$ cat src/rtl/pl_bus_regs_pkg.sv
// Shared register-map constants for the pl_bus_regs local-bus register block.
package pl_bus_regs_pkg;

  localparam logic [15:0] ADDR_ID      = 16'h0000;
  localparam logic [15:0] ADDR_SCRATCH = 16'h0001;
  localparam logic [15:0] ADDR_LED     = 16'h0002;
  localparam logic [15:0] ADDR_CNT_LO  = 16'h0003;
  localparam logic [15:0] ADDR_CNT_HI  = 16'h0004;
  localparam logic [15:0] ADDR_CTRL    = 16'h0005;

  localparam int unsigned CTRL_CLR   = 0;
  localparam int unsigned CTRL_EN    = 1;
  localparam int unsigned CTRL_BLINK = 2;

  localparam logic [15:0] DEFAULT_ID = 16'hBEEF;
  localparam logic [15:0] CTRL_RESET = 16'h0002;

endpackage

$ cat src/rtl/pl_cycle_counter.sv
// 32-bit free-running cycle counter with clear, enable and a high-half snapshot
// latched when software reads the low half.
module pl_cycle_counter #(
  parameter int unsigned TAP_BIT = 24
) (
  input  logic        clk,
  input  logic        reset,
  input  logic        en,
  input  logic        clr,
  input  logic        snap,
  output logic [15:0] count_lo,
  output logic [15:0] snap_hi,
  output logic        tap
);

  logic [31:0] count;

  always_ff @(posedge clk) begin
    if (reset) begin
      count   <= '0;
      snap_hi <= '0;
    end else begin
      if (clr)
        count <= '0;
      else if (en)
        count <= count + 32'd1;
      // Snapshot uses the pre-edge value so it pairs with the low half read this cycle.
      if (snap)
        snap_hi <= count[31:16];
    end
  end

  assign count_lo = count[15:0];
  assign tap      = count[TAP_BIT];

endmodule

$ cat src/rtl/pl_bus_regs.sv
// Local-bus register block: ID, scratch, LED, cycle counter and control.
// Optional LED blink mode is enabled by defining LED_BLINK_EN.
module pl_bus_regs
  import pl_bus_regs_pkg::*;
#(
  parameter logic [15:0] ID_VALUE  = DEFAULT_ID,
  parameter int unsigned BLINK_BIT = 24
) (
  input  logic        clk,
  input  logic        reset,
  input  logic [15:0] baddr,
  input  logic [15:0] bwrdata,
  output logic [15:0] brddata,
  input  logic        bwr,
  input  logic        bstrobe,
  output logic [7:0]  led
);

  logic [15:0] scratch;
  logic [7:0]  led_reg;
  logic        ctrl_en;
  logic        ctrl_blink;
  logic        wr;
  logic        rd;
  logic        clr;
  logic        snap;
  logic [15:0] count_lo;
  logic [15:0] snap_hi;
  logic        tap;

  assign wr   = bstrobe & bwr;
  assign rd   = bstrobe & ~bwr;
  assign clr  = wr && (baddr == ADDR_CTRL) && bwrdata[CTRL_CLR];
  assign snap = rd && (baddr == ADDR_CNT_LO);

  always_ff @(posedge clk) begin
    if (reset) begin
      scratch <= '0;
      led_reg <= '0;
      ctrl_en <= CTRL_RESET[CTRL_EN];
    end else if (wr) begin
      case (baddr)
        ADDR_SCRATCH: scratch <= bwrdata;
        ADDR_LED:     led_reg <= bwrdata[7:0];
        ADDR_CTRL:    ctrl_en <= bwrdata[CTRL_EN];
        default:      ;
      endcase
    end
  end

`ifdef LED_BLINK_EN
  always_ff @(posedge clk) begin
    if (reset)
      ctrl_blink <= CTRL_RESET[CTRL_BLINK];
    else if (wr && (baddr == ADDR_CTRL))
      ctrl_blink <= bwrdata[CTRL_BLINK];
  end
`else
  assign ctrl_blink = 1'b0;
`endif

  pl_cycle_counter #(
    .TAP_BIT(BLINK_BIT)
  ) u_counter (
    .clk      (clk),
    .reset    (reset),
    .en       (ctrl_en),
    .clr      (clr),
    .snap     (snap),
    .count_lo (count_lo),
    .snap_hi  (snap_hi),
    .tap      (tap)
  );

  always_comb begin
    brddata = '0;
    case (baddr)
      ADDR_ID:      brddata = ID_VALUE;
      ADDR_SCRATCH: brddata = scratch;
      ADDR_LED:     brddata[7:0] = led_reg;
      ADDR_CNT_LO:  brddata = count_lo;
      ADDR_CNT_HI:  brddata = snap_hi;
      ADDR_CTRL: begin
        brddata[CTRL_EN]    = ctrl_en;
        brddata[CTRL_BLINK] = ctrl_blink;
      end
      default:      brddata = '0;
    endcase
  end

  // CLR is a write-only pulse and never reads back; blink is constant 0 when the option is absent.
  assign led = ctrl_blink ? (led_reg & {8{tap}}) : led_reg;

endmodule

$ cat config.mk
export PLATFORM = sky130hd
export DESIGN_NAME = pl_bus_regs
export DESIGN_NICKNAME = d
export VERILOG_FILES = /design/src/rtl/pl_bus_regs_pkg.sv /design/src/rtl/pl_cycle_counter.sv /design/src/rtl/pl_bus_regs.sv
export SDC_FILE = /design/constraint.sdc
export NUM_CORES = 1
export LEC_CHECK = 0
export CAP_MARGIN = 20
export CORE_MARGIN = 4
export CORE_UTILIZATION = 40
export CTS_CLUSTER_SIZE = 40
export DETAILED_ROUTE_END_ITERATION = 10
export HOLD_SLACK_MARGIN = 0.02
export PLACE_DENSITY = 0.73
export SLEW_MARGIN = 20
export SYNTH_ARGS = -nofsm -noshare
export SYNTH_HDL_FRONTEND = slang
export SYNTH_SLANG_ARGS = --single-unit
export TNS_END_PERCENT = 30
$ cat constraint.sdc
create_clock -name clk -period 2 [get_ports clk]
set_clock_uncertainty 0.15 [all_clocks]
set_input_delay 0.3 -clock clk [delete_from_list [all_inputs] [get_ports clk]]
set_output_delay 0.3 -clock clk [all_outputs]
set_load 0.01 [all_outputs]
# Word-level counts from Yosys, hierarchy flattened
# Cells that the tools add are included.
dict set report op_classes {
  reduce_logical 8
  n_mux 4
  eq_ne 5
  bitwise 3
  addsub 1
}
# op count
set op_table {}
lappend op_table {{$add 32x1->32 const B} 1}
lappend op_table {{$eq 16x2->1 const B} 2}
lappend op_table {{$eq 16x3->1 const B} 2}
lappend op_table {{$pmux 8 s4} 1}
lappend op_table {{$pmux 5 s5} 1}
lappend op_table {{$eq 16x1->1 const B} 1}
lappend op_table {{$logic_not 16->1} 1}
lappend op_table {{$pmux 2 s6} 1}
lappend op_table {{$reduce_and 2->1} 3}
lappend op_table {{$pmux 1 s5} 1}
lappend op_table {{$logic_and 1x1->1} 3}
lappend op_table {{$and 1x1->1} 2}
lappend op_table {{$reduce_or 2->1} 1}
lappend op_table {{$not 1->1} 1}
dict set report totals {
  out_inout_bits 24
  in_bits 36
  ff_bits 73
}

# Logic depth before layout (Yosys ltp)
dict set report logic_depth {
  depth_word 4
  depth_mapped 7
}

# Modules after synthesis
# From an unflattened synthesis, not the netlist that was laid out.
dict set report hier_totals {
  cells_unflattened 473
  area_unflattened_um2 3986.3
}
# mod area_each_um2 n_inst cells_per_inst
set modules_own_cells {}
lappend modules_own_cells {pl_cycle_counter 2318.5 1 251}
lappend modules_own_cells {pl_bus_regs 1667.8 1 222}

# Worst setup path before layout
# Ideal clock, no wire load.
dict set report synth_path {
  path_kind {input -> output}
  startpoint {input port baddr[13]}
  endpoint {output port brddata[8]}
  path_buffers 2
  t_required_ns 1.550
  arrival_ns 1.720
  cell_stages 6
  path_slack_ns -0.170
  path_cell_list {nor4_1 > buf_2 > and4b_1 > clkbuf_1 > and4_1 > a221o_1}
}
dict set report synth_via {
  elab_chain_len 2
  elab_cells_between_ends 5
  cone_classes {3 x eq/ne; 1 x mux; 1 x reduce/logical}
}
# item line_no
set synth_lines {}
lappend synth_lines {{from (decl)} pl_bus_regs.sv:11} ;# input logic [15:0] baddr,
lappend synth_lines {{$eq 16x3->1 (tied with other cells)} pl_bus_regs.sv:77} ;# case (baddr)
lappend synth_lines {{$pmux 8 s4 *} pl_bus_regs.sv:77}
lappend synth_lines {{to (decl)} pl_bus_regs.sv:13} ;# output logic [15:0] brddata,
# Mark *: on every way between the ends. The rest lies on a longest branch, timed or not.

# Worst setup path in the final report
dict set report layout_path {
  startpoint {input port baddr[14]}
  endpoint {output port brddata[14]}
}
# The elaborated chain is that of the path after synthesis.

==> flow_metrics.env <==
export IMPL_final_cell_area_um2=5470
export IMPL_ys_flop_type="dfxtp_1"
export IMPL_die_w_um=107
export IMPL_start_util=0.415
export IMPL_drive_above_1_share=0.287
export IMPL_grt_pass1_wl_mm=21.1
export IMPL_dp_final_hpwl_mm=9.20
export IMPL_slew_limit_headroom=0.765
export IMPL_routed_via_density=6.00
export IMPL_reg_top3="u_counter.count: 32 flops, scratch: 16 flops, u_counter.snap_hi: 16 flops"
export IMPL_fmax_mhz=470
export IMPL_startpoint="baddr[14]"
export IMPL_violations="setup timing"
export IMPL_synth_fp_nets=528
export IMPL_syn_area_per_cell_um2=7.92
export IMPL_clk_path_buf_depth=2
export IMPL_max_stage_delay_ns=0.29
export IMPL_syn_to_final_growth_pct=40.7
export IMPL_ys_warn_count=0
export IMPL_die_h_um=107
export IMPL_synth_top_cell_by_area="dfxtp_1"
export IMPL_first_pass_iters=5
export IMPL_synth_edff_count=0
export IMPL_regMostFlops="u_counter.count"
export IMPL_layout_min_cycle_time_ns=2.13
export IMPL_die_area_um2=11400
export IMPL_worstSetupEndpointType="output port"
export IMPL_synthCells=491
export IMPL_wl_per_cell_um=17.7
export IMPL_antenna_cells=0
export IMPL_worstRegToRegCells=4
export IMPL_grt_max_degree=42
export IMPL_cts_sinks=73
export IMPL_ir_drop_mv=0.371
export IMPL_dp_cells=705
export IMPL_synth_top_area_frac=0.376
export IMPL_cts_tree="built"
export IMPL_reg2reg_from="u_counter.count[3]"
export IMPL_ant_nets=0
export IMPL_routabilityCongestion=0.890
export IMPL_async_flop_share=0
export IMPL_crit_buf_inv=4
export IMPL_cp_arrival_ns=1.68
export IMPL_path_common_cell="buf_6"
export IMPL_row_count=35
export IMPL_rr_endpoint="u_counter.count[28]"
export IMPL_ys_seq_area_frac=0.376
export IMPL_crit_type="input pin to output port"
export IMPL_nets=632
export IMPL_power_leakage_nw=1.95
export IMPL_io_buffer_count=59
export IMPL_insertion_delay_ns=0.35
export IMPL_dpl_cell_area_um2=5110
export IMPL_layout_cells_non_filler=729
export IMPL_fillers=847
export IMPL_finalSetupViolCount=16
export IMPL_min_to="scratch[13]"
export IMPL_cts_root_buffer="clkbuf_8"
export IMPL_hp_class="flop to flop"
export IMPL_hold_viol_final=0
export IMPL_cts_buffers_inserted=9
export IMPL_ys_seq_elements=73
export IMPL_drc=0
export IMPL_wl_mm=12.9
export IMPL_worstMarginPinSlew_ns=0.347
export IMPL_antenna_found_initial=0
export IMPL_outcome="finished with violations"
export IMPL_setup_slack_ns=-0.129
export IMPL_grt_pass1_vias=4427
export IMPL_overflow=0
export IMPL_min_path_cells=2
export IMPL_path_clk_slew_ns=0.07
export IMPL_slew_violations=0
export IMPL_drtIter0Drc=403
export IMPL_rsz0062_at_grt="yes"
export IMPL_htreeDepth=3
export IMPL_critPathRequiredTime_ns=1.55
export IMPL_worstHoldStart="scratch[13]"
export IMPL_cp_max_fo=7
export IMPL_ff2ff_setup_slack_ns=0.01
export IMPL_largest_reg_flops=32
export IMPL_finalPower_mw=2.94
export IMPL_synth_area_um2=3890
export IMPL_synth_area_top_cells="dfxtp_1 (38%), nand3_1 (7.8%), a21oi_1 (7.6%)"
export IMPL_core_area_um2=9370
export IMPL_fin_crit_sh=1.06
export IMPL_worst_setup_path_start_kind="input pin"
export IMPL_max_cap_violations=0
export IMPL_yosys_cell_types_count=43
export IMPL_p_per_area_nw_per_um2=538
export IMPL_crit_chain="buf_6 > nor4_4 > buf_6 > and4b_2 > buf_6 > and4_1 > a221o_1 > buf_2"
export IMPL_critPathTopFamily="simple AND/OR/NAND/NOR gates"
export IMPL_crit_slowest_cell="and4b_2"
export IMPL_grt_total_usage=0.229
export IMPL_vias=4375
export IMPL_ioPinCount=60
worst register-to-register path: stages (launching register included):
cell	delay, ns
dfxtp_1	0.36
nand4_1	0.10
or4_4	0.59
or4_1	0.55
a21oi_1	0.17
synthesized netlist by cell type, types with 3 or more instances:
cell type,count
o21ai_0,44
nor3_1,8
o31ai_1,15
a221o_1,7
or3_1,5
nand2_1,21
buf_1,7
dfxtp_1,73
nor4_1,5
buf_2,7
and2_1,4
and4_1,8
clkbuf_1,33
xor2_1,6
nor2b_1,8
or4_1,18
xnor2_1,5
nand2b_1,6
nand4_1,43
nor2_1,18
nand3_1,61
and4_2,3
a21oi_1,59
layout by cell type (no fill, tap or decap), types with 5 or more instances in the layout:
master | synthesis | routed
buf_4 | 0 | 65
dfxtp_1 | 73 | 64
a21oi_1 | 59 | 58
nand3_1 | 61 | 55
o21ai_0 | 44 | 44
nand4_1 | 43 | 43
clkdlybuf4s50_1 | 0 | 27
nand2_1 | 21 | 20
nor2_1 | 18 | 16
buf_6 | 0 | 16
buf_2 | 7 | 16
o31ai_1 | 15 | 15
or4_1 | 18 | 15
clkbuf_8 | 0 | 10
dfxtp_2 | 0 | 9
nor2b_1 | 8 | 8
buf_12 | 0 | 8
and4_1 | 8 | 7
a221o_1 | 7 | 7
nand2b_1 | 6 | 6
nor3_2 | 0 | 6
nand3_2 | 0 | 6
xor2_1 | 6 | 6
or3_1 | 5 | 5
xnor2_1 | 5 | 5
where the power goes:
part / leakage [nW] / total, mW / switching [mW] / internal, mW
sequential: 0.592 / 1.46 / 0.00584 / 1.46
combinational: 1.26 / 0.258 / 0.127 / 0.131
clock: 0.0949 / 1.22 / 0.611 / 0.612
total: 1.95 / 2.94 / 0.744 / 2.20
routing by layer:
metal / part of all wire / global-route usage / wire length [um] / vias to the layer above
met5: 0 / 0 / 0 / -
met1: 0.41 / 0.278 / 5300 / 2053
met2: 0.50 / 0.396 / 6410 / 209
met3: 0.072 / 0.0596 / 930 / 31
li1: - / - / - / 2082
met4: 0.022 / 0.0749 / 289 / 0
cell families (layout without fill, tap and decap cells):
logic type | count (synthesis) | in the layout | synth area share
buf+inv | 50 | 158 | 0.0508
xor+xnor | 11 | 11 | 0.0248
mux | 3 | 3 | 0.00804
fa+ha+maj | 1 | 1 | 0.00322
compound gates | 132 | 132 | 0.197
simple gates | 221 | 222 | 0.340
flops | 73 | 73 | 0.376
worst max path at each step:
stage	to	slack (ns)	depth (start not counted)
after global placement	brddata[14]	-0.87	8
after global routing	brddata[8]	-0.21	8
after CTS	brddata[8]	-0.12	8
after floorplan	u_counter.count[28]	-0.02	5
after detailed placement	brddata[14]	-0.95	8
final	brddata[14]	-0.13	8
layout make-up:
cell class / count / area, um^2 / share of cell area
Clock inverter: 6 / 66.3 / 0.0121
Inverter: 2 / 7.51 / 0.00137
Timing Repair Buffer: 140 / 1260 / 0.230
Tap cell: 129 / 161 / 0.0295
Clock buffer: 10 / 138 / 0.0251
Sequential cell: 73 / 1470 / 0.269
Multi-Input combinational cell: 369 / 2370 / 0.433
what timing repair did:
item | in CTS | in global routing
cloned | 2 | 0
hold buffers | 0 | 0
pin swaps | 24 | 14
setup endpoints to repair | 49 | 24
resized for setup | 146 | 15
setup buffers | 5 | 1
per-stage QoR:
step | setup slack (ns) | util | hold WS [ns] | setup TNS, ns
6_report | -0.129 | 0.584 | 0.325 | -1.23
2_1_floorplan | -0.0176 | - | 0.294 | -0.118
5_1_grt | -0.209 | 0.584 | 0.350 | -2.59
4_1_cts | -0.120 | 0.577 | 0.326 | -1.00
3_3_place_gp | -0.868 | 0.545 | 0.310 | -31.89
3_5_place_dp | -0.954 | 0.545 | 0.317 | -37.33
Power figures use the tool's default switching activity.
==> patch 1: new RTL, config.mk and constraints unchanged <==
Put a register stage on the output `led`. The value now appears one clock later. The other outputs are not delayed to match.
--- a/src/rtl/pl_bus_regs.sv
+++ b/src/rtl/pl_bus_regs.sv
@@ -89,7 +89,9 @@
   end
 
   // CLR is a write-only pulse and never reads back; blink is constant 0 when the option is absent.
-  assign led = ctrl_blink ? (led_reg & {8{tap}}) : led_reg;
+  always_ff @(posedge clk) begin
+    led <= ctrl_blink ? (led_reg & {8{tap}}) : led_reg;
+  end
 
 endmodule
 
Function: changed (a bounded check fails within 4 cycles, from zero or initial values and one cycle with reset high).
==> patch 1 against the unedited design <==
  * The run still ends with negative setup slack left
  * Cell count is 0.69% lower
  * Area after synthesis rose by 0.55%
  * Power rose by 2.1%
  * Worst setup slack worse by 0.58 ns
  * Non-clock buffer count is 7 higher
  * Via count up 0.82%
  * Sequential cell count is 8 higher
  * Cell area rose by 2.1%
  * Routed wire length rose by 6.6%
==> patch 1: results <==
<?xml version="1.0" encoding="UTF-8"?>
<metrics>
  <group name="placement">
    <metric name="placed_area" unit="sq mm">0.005041</metric>
    <metric name="placement.io_buffers" unit="">59</metric>
    <metric name="place_ws" unit="ns">-1.358</metric>
    <metric name="gp_congestion" unit="">0.8871</metric>
    <metric name="post-dp-hpwl" unit="microns">9262</metric>
  </group>
  <group name="sta">
    <metric name="timing.final.ws_setup" unit="ns">-0.7075</metric>
    <metric name="fin_worst_hold_slack" unit="ns">0.2175</metric>
    <metric name="setup_violations" unit="">16</metric>
    <metric name="slew_at_the_pin_closest_to_its_max_slew_limit" unit="ns">0.4478</metric>
  </group>
  <group name="clock_tree">
    <metric name="max-clock-path-buffers" unit="">2</metric>
    <metric name="clk_pin_slew" unit="ns">0.09</metric>
  </group>
  <group name="status">
    <metric name="violated_checks" unit="">negative setup slack</metric>
    <metric name="status" unit="">finished, violations left</metric>
  </group>
  <group name="critical_path">
    <metric name="critical-path-max-stage-delay" unit="ns">0.53</metric>
    <metric name="cp_slowest_cell" unit="">sky130_fd_sc_hd__or4_4</metric>
    <metric name="timing.rr.start" unit="">u_counter.count[0]$_SDFFE_PP0P_</metric>
    <metric name="worst-endpoint-arrival" unit="ns">2.26</metric>
    <metric name="cp-startpoint" unit="">baddr[8]</metric>
    <metric name="crit_path_max_fanout" unit="">4</metric>
  </group>
  <group name="route">
    <metric name="route.final.wire_length" unit="microns">13790</metric>
    <metric name="met3WireLength" unit="microns">976</metric>
    <metric name="routedLengthMet1" unit="microns">5631</metric>
    <metric name="dr_wl_met2" unit="microns">6776</metric>
    <metric name="vias_per_cell" unit="">6.093</metric>
    <metric name="drt-initial-drc-count" unit="">420</metric>
  </group>
  <group name="final_layout">
    <metric name="nets" unit="">627</metric>
    <metric name="filler_cell_count" unit="">832</metric>
    <metric name="post_route_cells_drive_above_1_share" unit="">0.2941</metric>
    <metric name="final_cell_area" unit="sq mm">0.005587</metric>
  </group>
  <group name="yosys">
    <metric name="yosysUniqueCellTypes" unit="">46</metric>
    <metric name="sequential_fraction_of_the_synthesis_area" unit="">0.4146</metric>
    <metric name="synthesis.yosys.warnings" unit="">0</metric>
    <metric name="synth.net_count" unit="">508</metric>
    <metric name="synth_commonest_cells" unit="">sky130_fd_sc_hd__dfxtp_1 (81), sky130_fd_sc_hd__a21oi_1 (58), sky130_fd_sc_hd__nand3_1 (49)</metric>
    <metric name="netlist_top_cells_area" unit="">sky130_fd_sc_hd__dfxtp_1 (41%), sky130_fd_sc_hd__a21oi_1 (7.4%), sky130_fd_sc_hd__nand3_1 (6.3%)</metric>
  </group>
  <group name="global_route">
    <metric name="first_pass_grt_wire_length" unit="microns">21740</metric>
    <metric name="grt_util_all_layers" unit="">0.2392</metric>
    <metric name="grt_max_degree" unit="">40</metric>
  </group>
  <group name="power_and_ir_drop">
    <metric name="vdd.ir_drop.worst" unit="uV">373.7</metric>
    <metric name="leakagePower" unit="nW">2.051</metric>
  </group>
  <group name="hold_path">
    <metric name="hp-start" unit="">led_reg[3]$_SDFFE_PP0P_</metric>
  </group>
</metrics>
==> patch 1: changes by cell type after synthesis, moves of 7 or more <==
cell / change
sky130_fd_sc_hd__o21ai_1: +38
sky130_fd_sc_hd__o21ai_0: -30
sky130_fd_sc_hd__nand4_1: -20
sky130_fd_sc_hd__nand3_1: -12
sky130_fd_sc_hd__clkbuf_1: -10
sky130_fd_sc_hd__dfxtp_1: +8
sky130_fd_sc_hd__a22o_1: +7
sky130_fd_sc_hd__a22oi_1: +7
==> patch 1: metrics by stage <==
stage / power (mW) / TNS (ns) / cells
after detailed placement: 1.878 / -52.52 / 679
after global placement: 1.874 / -48.91 / 679
after CTS: 3.003 / -8.970 / 721
final: 3.006 / -9.416 / 724
after floorplan: 1.744 / -4.330 / 471
after global routing: 3.111 / -10.10 / 724
==> patch 1: per-layer routing <==
layer	up-vias	GRT usage
met4	0	0.1087
met3	43	0.03733
met2	240	0.4024
li1	2021	-
met1	2107	0.3012
met5	-	0
==> patch 1: final timing paths <==
path                                      endpoint  depth (start not counted)
setup / recovery                        brddata[6]                         10
hold / removal                      led[3]$_DFF_P_                          0
hold reg to reg                     led[3]$_DFF_P_                          0
setup reg to reg  u_counter.count[24]$_SDFFE_PP0P_                          6
==> patch 1: area by class of cell <==
class                      count  share of cell area
clock buffer                  10             0.02464
clock inverter                 6            0.008511
inverter                       6            0.004703
multi-input combinational    345              0.4078
sequential                    81              0.2914
tap                          129             0.02889
timing repair buffer         147              0.2340
==> patch 1: critical path, delay by kind of cell <==
family,cells,cell delay (ns)
buffers and inverters,6,0.73
AND/OR/NAND/NOR,3,1.10
AO/OA/AOI/OAI,1,0.13
==> patch 1: timing repair <==
action / 4_1_cts / 5_1_grt
setup endpoints to repair: 59 / 55
pin swaps: 26 / 12
endpoints found under the hold margin: 0 / 0
gates resized for setup: 137 / 31
setup buffers: 24 / 4
cloned: 3 / 0
==> patch 1: kinds of logic (layout without fill, tap and decap cells) <==
kind of cell | count (synthesis) | count (layout) | synth area share
DFF | 81 | 81 | 0.4146
xor gates and xnor gates | 13 | 13 | 0.02911
buffers and inverters | 46 | 169 | 0.04926
and+or+nand+nor | 179 | 180 | 0.2745
muxes | 1 | 1 | 0.002559
adders and majority gates | 1 | 1 | 0.003198
AOI/OAI and AO/OA | 150 | 150 | 0.2268
==> patch 1: power breakdown <==
group,switching [mW],total [mW],leakage (nW),internal [mW]
Sequential,0.00930,1.63,0.655,1.62
Combinational,0.132,0.241,1.30,0.109
Clock,0.637,1.14,0.0941,0.501
==> patch 2: new RTL, same settings <==
Made on the original files. Build with the macro `LED_BLINK_EN` defined.
--- a/src/rtl/pl_bus_regs.sv
+++ b/src/rtl/pl_bus_regs.sv
@@ -1,5 +1,7 @@
 // Local-bus register block: ID, scratch, LED, cycle counter and control.
 // Optional LED blink mode is enabled by defining LED_BLINK_EN.
+`define LED_BLINK_EN
+
 module pl_bus_regs
   import pl_bus_regs_pkg::*;
 #(
Formal check against the unedited RTL: not equivalent (a bounded check fails within 4 cycles, from zero or initial values and one cycle with reset high).
==> patch 2 against the unedited design <==
  * The run still ends with negative setup slack left
  * Worst setup slack got worse by 0.22 ns
  * Core utilization grew 1.3 points
  * Die area decreased by 8.7%
  * Hold slack lost 0.017 ns
  * Sequential cell count up 1
  * Cell area shrank 8.6%
  * First-iteration DRC count is 33% lower
  * Routed wire length decreased by 16%
  * Combinational power is 20% lower
  * Area after synthesis down 9.4%
  * Clock power up 4%
  * Power is 0.61% higher
==> patch 2: results <==
<?xml version="1.0" encoding="UTF-8"?>
<metrics>
  <group name="final_layout">
    <metric name="post_route_cells_drive_above_1_share" unit="">0.2439</metric>
    <metric name="multi_input_cells" unit="">315</metric>
    <metric name="relative_area_of_clock_buffers_and_inverters_in_the_final_design" unit="">0.04300</metric>
    <metric name="nNonClkBuffers" unit="">119</metric>
    <metric name="multi_input_area" unit="sq mm">0.002067</metric>
    <metric name="filler_cell_count" unit="">684</metric>
  </group>
  <group name="route">
    <metric name="avgRoutedWirePerCell" unit="microns">17.02</metric>
    <metric name="drt-initial-drc-count" unit="">268</metric>
    <metric name="vias_per_cell" unit="">5.461</metric>
    <metric name="met3WireLength" unit="microns">793</metric>
    <metric name="routedLengthMet1" unit="microns">4441</metric>
  </group>
  <group name="power_and_ir_drop">
    <metric name="comb_power_share" unit="">0.070</metric>
    <metric name="vdd.ir_drop.worst" unit="uV">367.2</metric>
    <metric name="switching_power" unit="mW">0.6810</metric>
  </group>
  <group name="global_route">
    <metric name="groute.layer.met2.usage" unit="">0.3511</metric>
    <metric name="grt_util_all_layers" unit="">0.2134</metric>
    <metric name="grt_max_degree" unit="">33</metric>
  </group>
  <group name="critical_path">
    <metric name="cp_slowest_cell" unit="">sky130_fd_sc_hd__nor4_4</metric>
    <metric name="worst-endpoint-arrival" unit="ns">1.90</metric>
    <metric name="critical-path-max-stage-delay" unit="ns">0.34</metric>
  </group>
  <group name="placement">
    <metric name="placed_area" unit="sq mm">0.004556</metric>
  </group>
  <group name="yosys">
    <metric name="synth_xor_area_frac" unit="">0.07703</metric>
    <metric name="synth.net_count" unit="">452</metric>
    <metric name="sequential_fraction_of_the_synthesis_area" unit="">0.4203</metric>
    <metric name="synth.ff_latch_count" unit="">74</metric>
    <metric name="synth_commonest_cells" unit="">sky130_fd_sc_hd__nor2_1 (75), sky130_fd_sc_hd__dfxtp_1 (74), sky130_fd_sc_hd__nand2_1 (60)</metric>
  </group>
  <group name="clock_tree">
    <metric name="cts.repair_timing.setup_buffer_count" unit="">10</metric>
    <metric name="post_cts_resize_count" unit="">131</metric>
  </group>
  <group name="status">
    <metric name="violated_checks" unit="">negative setup slack</metric>
    <metric name="status" unit="">finished, violations left</metric>
  </group>
  <group name="sta">
    <metric name="timing.final.ws_setup" unit="ns">-0.3513</metric>
    <metric name="slew_at_the_pin_closest_to_its_max_slew_limit" unit="ns">0.4567</metric>
    <metric name="setup_violations" unit="">16</metric>
  </group>
</metrics>
## patch 2: worst paths after layout
kind / start / endpoint / slack (ns)
min reg2reg: scratch[4]$_SDFFE_PP0P_ / scratch[4]$_SDFFE_PP0P_ / 0.31
max: baddr[6] / brddata[10] / -0.35
min: scratch[4]$_SDFFE_PP0P_ / scratch[4]$_SDFFE_PP0P_ / 0.31
max reg2reg: u_counter.count[15]$_SDFFE_PP0P_ / u_counter.count[30]$_SDFFE_PP0P_ / 0.08
## patch 2: metrics by stage
step                      setup slack [ns]  instances
after floorplan                   -0.07512        415
after global placement             -0.9247        608
after detailed placement           -0.9784        608
after CTS                          -0.2773        633
after global routing               -0.3930        638
final                              -0.3513        638
## patch 2: critical path: cells and delay by family
kind / cells / cell delay [ns]
buf+inv: 4 / 0.61
simple gates: 3 / 0.82
compound gates: 1 / 0.18
